$ cat config.mk
export PLATFORM = sky130hd
export DESIGN_NAME = csel_addsub_pipe
export DESIGN_NICKNAME = d
export VERILOG_FILES = /design/src/rtl/csel_addsub_pipe.sv
export SDC_FILE = /design/constraint.sdc
export NUM_CORES = 1
export LEC_CHECK = 0
export ABC_AREA = 1
export CAP_MARGIN = 20
export CELL_PAD_IN_SITES_DETAIL_PLACEMENT = 1
export CELL_PAD_IN_SITES_GLOBAL_PLACEMENT = 2
export CORE_ASPECT_RATIO = 1.2
export CORE_UTILIZATION = 30
export CTS_CLUSTER_SIZE = 12
export DETAILED_ROUTE_END_ITERATION = 10
export GPL_TIMING_DRIVEN = 0
export PLACE_DENSITY_LB_ADDON = 0.1
export SLEW_MARGIN = 30
export SYNTH_ARGS = -nofsm -noshare
export SYNTH_HDL_FRONTEND = slang
export SYNTH_SLANG_ARGS = --single-unit
export TNS_END_PERCENT = 5
$ cat constraint.sdc
create_clock -name clk -period 2.1 [get_ports clk]
set_input_delay 0.315 -clock clk [delete_from_list [all_inputs] [get_ports clk]]
set_output_delay 0.315 -clock clk [all_outputs]
set_load 0.05 [all_outputs]
$ cat src/rtl/csel_addsub_pipe.sv
// Two-stage pipelined carry-select adder/subtractor with running accumulator.
// Stage 1 builds per-segment candidate sums, stage 2 resolves the select chain.

// One carry-select segment: both candidate sums (carry-in 0 and 1).
module csel_seg #(
    parameter int SEG = 4
) (
    input  logic [SEG-1:0] x,
    input  logic [SEG-1:0] y,
    output logic [SEG-1:0] sum0,
    output logic [SEG-1:0] sum1,
    output logic           co0,
    output logic           co1
);
    assign {co0, sum0} = {1'b0, x} + {1'b0, y};
    assign {co1, sum1} = {1'b0, x} + {1'b0, y} + (SEG+1)'(1);
endmodule

module csel_addsub_pipe #(
    parameter int WIDTH = 16,
    parameter int SEG   = 4
) (
    input  logic             clk,
    input  logic             rst_n,
    input  logic             in_valid,
    output logic             in_ready,
    input  logic [WIDTH-1:0] A,
    input  logic [WIDTH-1:0] B,
    input  logic             C_in,
    input  logic [1:0]       mode,
    output logic             out_valid,
    input  logic             out_ready,
    output logic [WIDTH-1:0] Out,
    output logic             C_out,
    output logic             ovf,
    output logic [WIDTH-1:0] acc
);
    localparam int NSEG = WIDTH / SEG;

    typedef enum logic [1:0] {M_ADD = 2'b00, M_SUB = 2'b01, M_ACC = 2'b10, M_CLR = 2'b11} mode_e;

    mode_e in_mode;
    assign in_mode = mode_e'(mode);

    // Stage 1 state
    logic                       s1_valid;
    mode_e                      s1_mode;
    logic [SEG-1:0]             s1_sum_lo;
    logic                       s1_c_lo;
    logic [NSEG-1:1][SEG-1:0]   s1_sum0, s1_sum1;
    logic [NSEG-1:1]            s1_co0, s1_co1;
    logic                       s1_xm, s1_ym;

    // Pipeline control
    logic adv1, adv2, s1_acc_op, take;
    assign adv2      = !out_valid || out_ready;
    assign adv1      = !s1_valid || adv2;
    // acc is only written when an ACC/CLR leaves stage 1, so a following ACC must wait
    assign s1_acc_op = s1_valid && (s1_mode == M_ACC || s1_mode == M_CLR);
    assign in_ready  = adv1 && !(in_mode == M_ACC && s1_acc_op);
    assign take      = in_valid && in_ready;

    // Operand selection; CLR operands are don't-care, result is forced in stage 2
    logic [WIDTH-1:0] x, y;
    always_comb begin
        x = A;
        y = B;
        case (in_mode)
            M_SUB:   y = ~B;
            M_ACC: begin
                x = acc;
                y = A;
            end
            default: ;
        endcase
    end

    logic [NSEG-1:0][SEG-1:0] c_sum0, c_sum1;
    logic [NSEG-1:0]          c_co0, c_co1;

    for (genvar k = 0; k < NSEG; k++) begin : g_seg
        csel_seg #(.SEG(SEG)) u_seg (
            .x    (x[k*SEG +: SEG]),
            .y    (y[k*SEG +: SEG]),
            .sum0 (c_sum0[k]),
            .sum1 (c_sum1[k]),
            .co0  (c_co0[k]),
            .co1  (c_co1[k])
        );
    end

    // Stage 1 register: segment 0 resolved with C_in, upper segments keep both candidates
    always_ff @(posedge clk or negedge rst_n) begin
        if (!rst_n) begin
            s1_valid  <= 1'b0;
            s1_mode   <= M_ADD;
            s1_sum_lo <= '0;
            s1_c_lo   <= 1'b0;
            s1_sum0   <= '0;
            s1_sum1   <= '0;
            s1_co0    <= '0;
            s1_co1    <= '0;
            s1_xm     <= 1'b0;
            s1_ym     <= 1'b0;
        end else if (adv1) begin
            s1_valid <= take;
            if (take) begin
                s1_mode   <= in_mode;
                s1_sum_lo <= C_in ? c_sum1[0] : c_sum0[0];
                s1_c_lo   <= C_in ? c_co1[0]  : c_co0[0];
                s1_sum0   <= c_sum0[NSEG-1:1];
                s1_sum1   <= c_sum1[NSEG-1:1];
                s1_co0    <= c_co0[NSEG-1:1];
                s1_co1    <= c_co1[NSEG-1:1];
                s1_xm     <= x[WIDTH-1];
                s1_ym     <= y[WIDTH-1];
            end
        end
    end

    // Stage 2 select chain: each segment picks its candidate by the previous resolved carry
    logic [NSEG-1:0][SEG-1:0] res_seg;
    logic [WIDTH-1:0]         res;
    logic                     carry, res_c, res_ov;
    always_comb begin
        carry      = s1_c_lo;
        res_seg    = '0;
        res_seg[0] = s1_sum_lo;
        for (int k = 1; k < NSEG; k++) begin
            res_seg[k] = carry ? s1_sum1[k] : s1_sum0[k];
            carry      = carry ? s1_co1[k]  : s1_co0[k];
        end
        res    = res_seg;
        res_c  = carry;
        res_ov = (s1_xm == s1_ym) && (res[WIDTH-1] != s1_xm);
        if (s1_mode == M_CLR) begin
            res    = '0;
            res_c  = 1'b0;
            res_ov = 1'b0;
        end
    end

    // Output register, held while downstream stalls
    always_ff @(posedge clk or negedge rst_n) begin
        if (!rst_n) begin
            out_valid <= 1'b0;
            Out       <= '0;
            C_out     <= 1'b0;
            ovf       <= 1'b0;
        end else if (adv2) begin
            out_valid <= s1_valid;
            if (s1_valid) begin
                Out   <= res;
                C_out <= res_c;
                ovf   <= res_ov;
            end
        end
    end

    // Accumulator written as ACC/CLR moves from stage 1 into stage 2
    always_ff @(posedge clk or negedge rst_n) begin
        if (!rst_n) begin
            acc <= '0;
        end else if (s1_valid && adv2) begin
            if (s1_mode == M_ACC)      acc <= res;
            else if (s1_mode == M_CLR) acc <= '0;
        end
    end
endmodule

==> metrics.md <==
| Metric | Value |
|---|---|
| Synth Warn # | 0 |
| Root Driver | clkbuf_16 |
| Insertion delay to the later sink of the worst-skew pair | 0.34 ns |
| Antenna diode count | 0 |
| Minimum clock period | roughly 2.2 ns |
| Total wire length | 17.1 mm |
| Max-Cap Viols | 0 |
| Clock sinks | 75 |
| DP Cell Count | between 800 and 900 |
| Post-place instance area | ~5600 um2 |
| Max incr delay on CP | roughly 0.56 ns |
| Worst path slowest cell | fa_1 |
| Clock-pin slew on the worst setup and hold paths | approximately 0.06 ns |
| Top cell by count, worst path | nand2_1 |
| Fin area | 6450 um2 |
| Post-DP HPWL | between 10 and 15 mm |
| IO Port Bufs | 74 |
| Num rows | 48 |
| DR WL/cell | 19.2 um |
| Setup CP Type | input port to register |
| Slack of the critical path | -0.0980 ns |
| CTS buffer count | 9 |
| IO Count | 75 |
| Flops & latches, synth | 75 |
| Max_slew headroom | 64.9% |
| Distinct cells, synth | 31 |
| # DRC | 0 |
| Die area | roughly 15,000 um2 |
| H-tree depth | 3 |
| TritonCTS clock tree | done |
| Starting Density | a little under a third |
| Synthesis-to-finish area growth | 45.2% |
| # setup viols final | 7 |
| DIE HEIGHT | roughly 140 um |
| Layout Cells excl Fill | 889 |
| CP endpoint kind | register |
| Cells after Synth | 595 |
| Core Util, Final | roughly 45% |
| Avg Cell Area, Syn | roughly 7.5 um2 |
| Register area share after synthesis | 42.2% |
| Via density | ~4.9 |
| Worst-margin pin slew | 0.525 ns |
| Vias in the first global route | 4,668 |
| Initial antenna violation count | 0 |
| DRT antenna net count | 0 |
| GRT Util Overall | a little under a quarter |
| Failing checks | negative setup slack |
| Fmax | between 400 and 500 MHz |
| Setup Skew | 0.00687 ns |
| Pins Over Slew Limit | 0 |
| Peak VDD IR | about 0.55 mV |
| Worst-path cell chain | buf_12 > inv_12 > ha_4 > buf_8 > a21oi_1 > o21ai_2 > ha_4 > fa_1 > ha_2 > nand2_4 > nor2_4 > nand2_1 > nand2_1 > nand3_1 > nand2_1 |
| Unrepaired setup endpoints after global routing | true |
| Final nets | 775 |
| Mapped Area | 4440 um2 |
| Global-route wire length before repair | about 26 mm |
| Largest net degree at the start of global routing | 56 |
| Synth Net Count | 660 |
| Hold Crit Class | input port to register |
| Gr ovfl total | 0 |
| Final GP Congestion | around 0.8 |
| Share of layout cells above drive strength 1 | a little under a fifth |
| Critical Path Start Type | input port |
| P_leak | approximately 3.2 nW |
| Period Utilization, post-route | 105% |
| Vias | about 4,400 |
| Final-report hold violation count | 0 |
| Area of the core | between 10,000 and 15,000 um2 |
| Worst Path Required | roughly 2.4 ns |
| Crit-path max FO | 10 |
| Starting DRC count in detailed routing | around 180 |
| Die width | between 100 and 150 um |
| Pwr Density | 1280 nW/um2 |
| Outcome | complete, but fails checks |
| Crit path DAT | between 2 and 2.5 ns |
| Drt first pass iters | 4 |
| Clock buffer depth | 2 |
| Worst hold slack | 0.251 ns |
==> worst max-delay path: cells and delay by family <==
kind                       cells  cell delay (ns)
AOI/OAI and AO/OA              2             0.27
adders and majority gates      4             1.12
and+or+nand+nor                6             0.46
buffers and inverters          3             0.29
==> metal layers <==
metal	vias up	global-route usage, %	part of all wire, %
li1	2146	-	-
met1	2158	28.3	44
met2	65	42.2	52
met3	15	2.28	2.0
met4	0	8.33	1.8
met5	-	0	0
==> placed cells by master, fill, tap and decap left out, types with 6 or more instances in the layout <==
cell type        synthesis  final
nand2_2                  5      9
nor2_1                  27     19
clkbuf_16                0     13
ha_4                     0      6
ha_1                    22     10
o21ai_0                 46     41
o21ai_1                 17     19
inv_1                   61     56
nor2_2                   1      6
nand2_1                216    208
ha_2                     0      6
buf_2                   11      9
clkdlybuf4s50_1          0     68
o211ai_1                 7      7
dfrtp_1                 75     75
nand3_1                 38     36
a21oi_1                 16     14
buf_4                    3     25
buf_12                   0      8
==> flip-flops by register name, indices dropped and copies added, names as in the netlist, 2 cells and up <==
| name | cells |
|---|---|
| s1_co1 | 3 |
| s1_sum1 | 12 |
| s1_co0 | 3 |
| s1_sum0 | 12 |
| Out | 16 |
| acc | 16 |
| s1_sum_lo | 4 |
| s1_mode | 2 |
==> where the power goes <==
part	leakage, nW	switching [W]	internal, W
Sequential	0.941	0.000380	0.00202
Combinational	2.07	0.00273	0.00150
Clock	0.144	0.000644	0.000977
Total	3.15	0.00375	0.00449
==> per-stage QoR <==
step,power [W],setup TNS [ns],worst slack [ns]
floorplan,0.00494,-1.27,-0.157
global placement,0.00627,-190.60,-2.14
detailed placement,0.00635,-32.67,-1.27
CTS,0.00814,-0.425,-0.0925
global route,0.00876,-1.61,-0.230
finish,0.00824,-0.489,-0.0980
==> cells in the mapped netlist (all sizes together) <==
library cell | n | share of area [%]
clkbuf | 5 | 0.42
nand3 | 39 | 4.5
or2 | 5 | 0.70
xnor2 | 4 | 0.79
nand4 | 5 | 0.70
ha | 22 | 6.2
o21ai | 63 | 7.1
o21bai | 5 | 0.84
xor2 | 2 | 0.39
inv | 65 | 5.5
nand2 | 221 | 19
nand3b | 1 | 0.17
o221ai | 2 | 0.39
clkinv | 1 | 0.084
dfrtp | 75 | 42
o31ai | 3 | 0.51
nor2 | 28 | 2.4
fa | 4 | 1.8
o211ai | 7 | 1.2
a21oi | 17 | 2.2
o22ai | 5 | 0.70
buf | 16 | 2.3
==> cell type report <==
cell class	count	area [um2]
clock inverters	4	50.0
fillers	1749	7960
flip-flops and latches	75	1880
well taps	175	219
plain buffers	21	230
multi-input cells	433	2440
inverters	66	295
clock buffers	11	253
repair buffers	104	1090
==> logic make-up after synthesis <==
| family | count (synthesis) | synth area share (%) |
|---|---|---|
| fa+ha+maj | 26 | 8.00 |
| xor+xnor | 6 | 1.18 |
| flops | 75 | 42.2 |
| simple gates | 299 | 27.4 |
| buf+inv | 87 | 8.25 |
| compound gates | 102 | 12.9 |
==> what timing repair did <==
action                     4_1_cts  5_1_grt
setup buffers                   13       12
gates resized for setup         42       46
gates cloned                     1        2
setup endpoints to repair       35       20
hold buffers                     1        0
pin swaps                       12       18
hold endpoints to repair        20        0
==> worst paths after layout <==
| path | slack [ns] | to | from | cells past startpoint |
|---|---|---|---|---|
| max | -0.1 | s1_c_lo | mode[0] | 15 |
| max in group asynchronous | 1.15 | s1_sum1[0] | rst_n | 3 |
| min reg2reg | 0.48 | ovf | ovf | 2 |
| max reg2reg | 0.05 | s1_c_lo | acc[0] | 11 |
| min in group asynchronous | 0.39 | Out[14] | rst_n | 2 |
| min | 0.25 | s1_mode[1] | mode[1] | 3 |
Power figures use the tool's default switching activity.
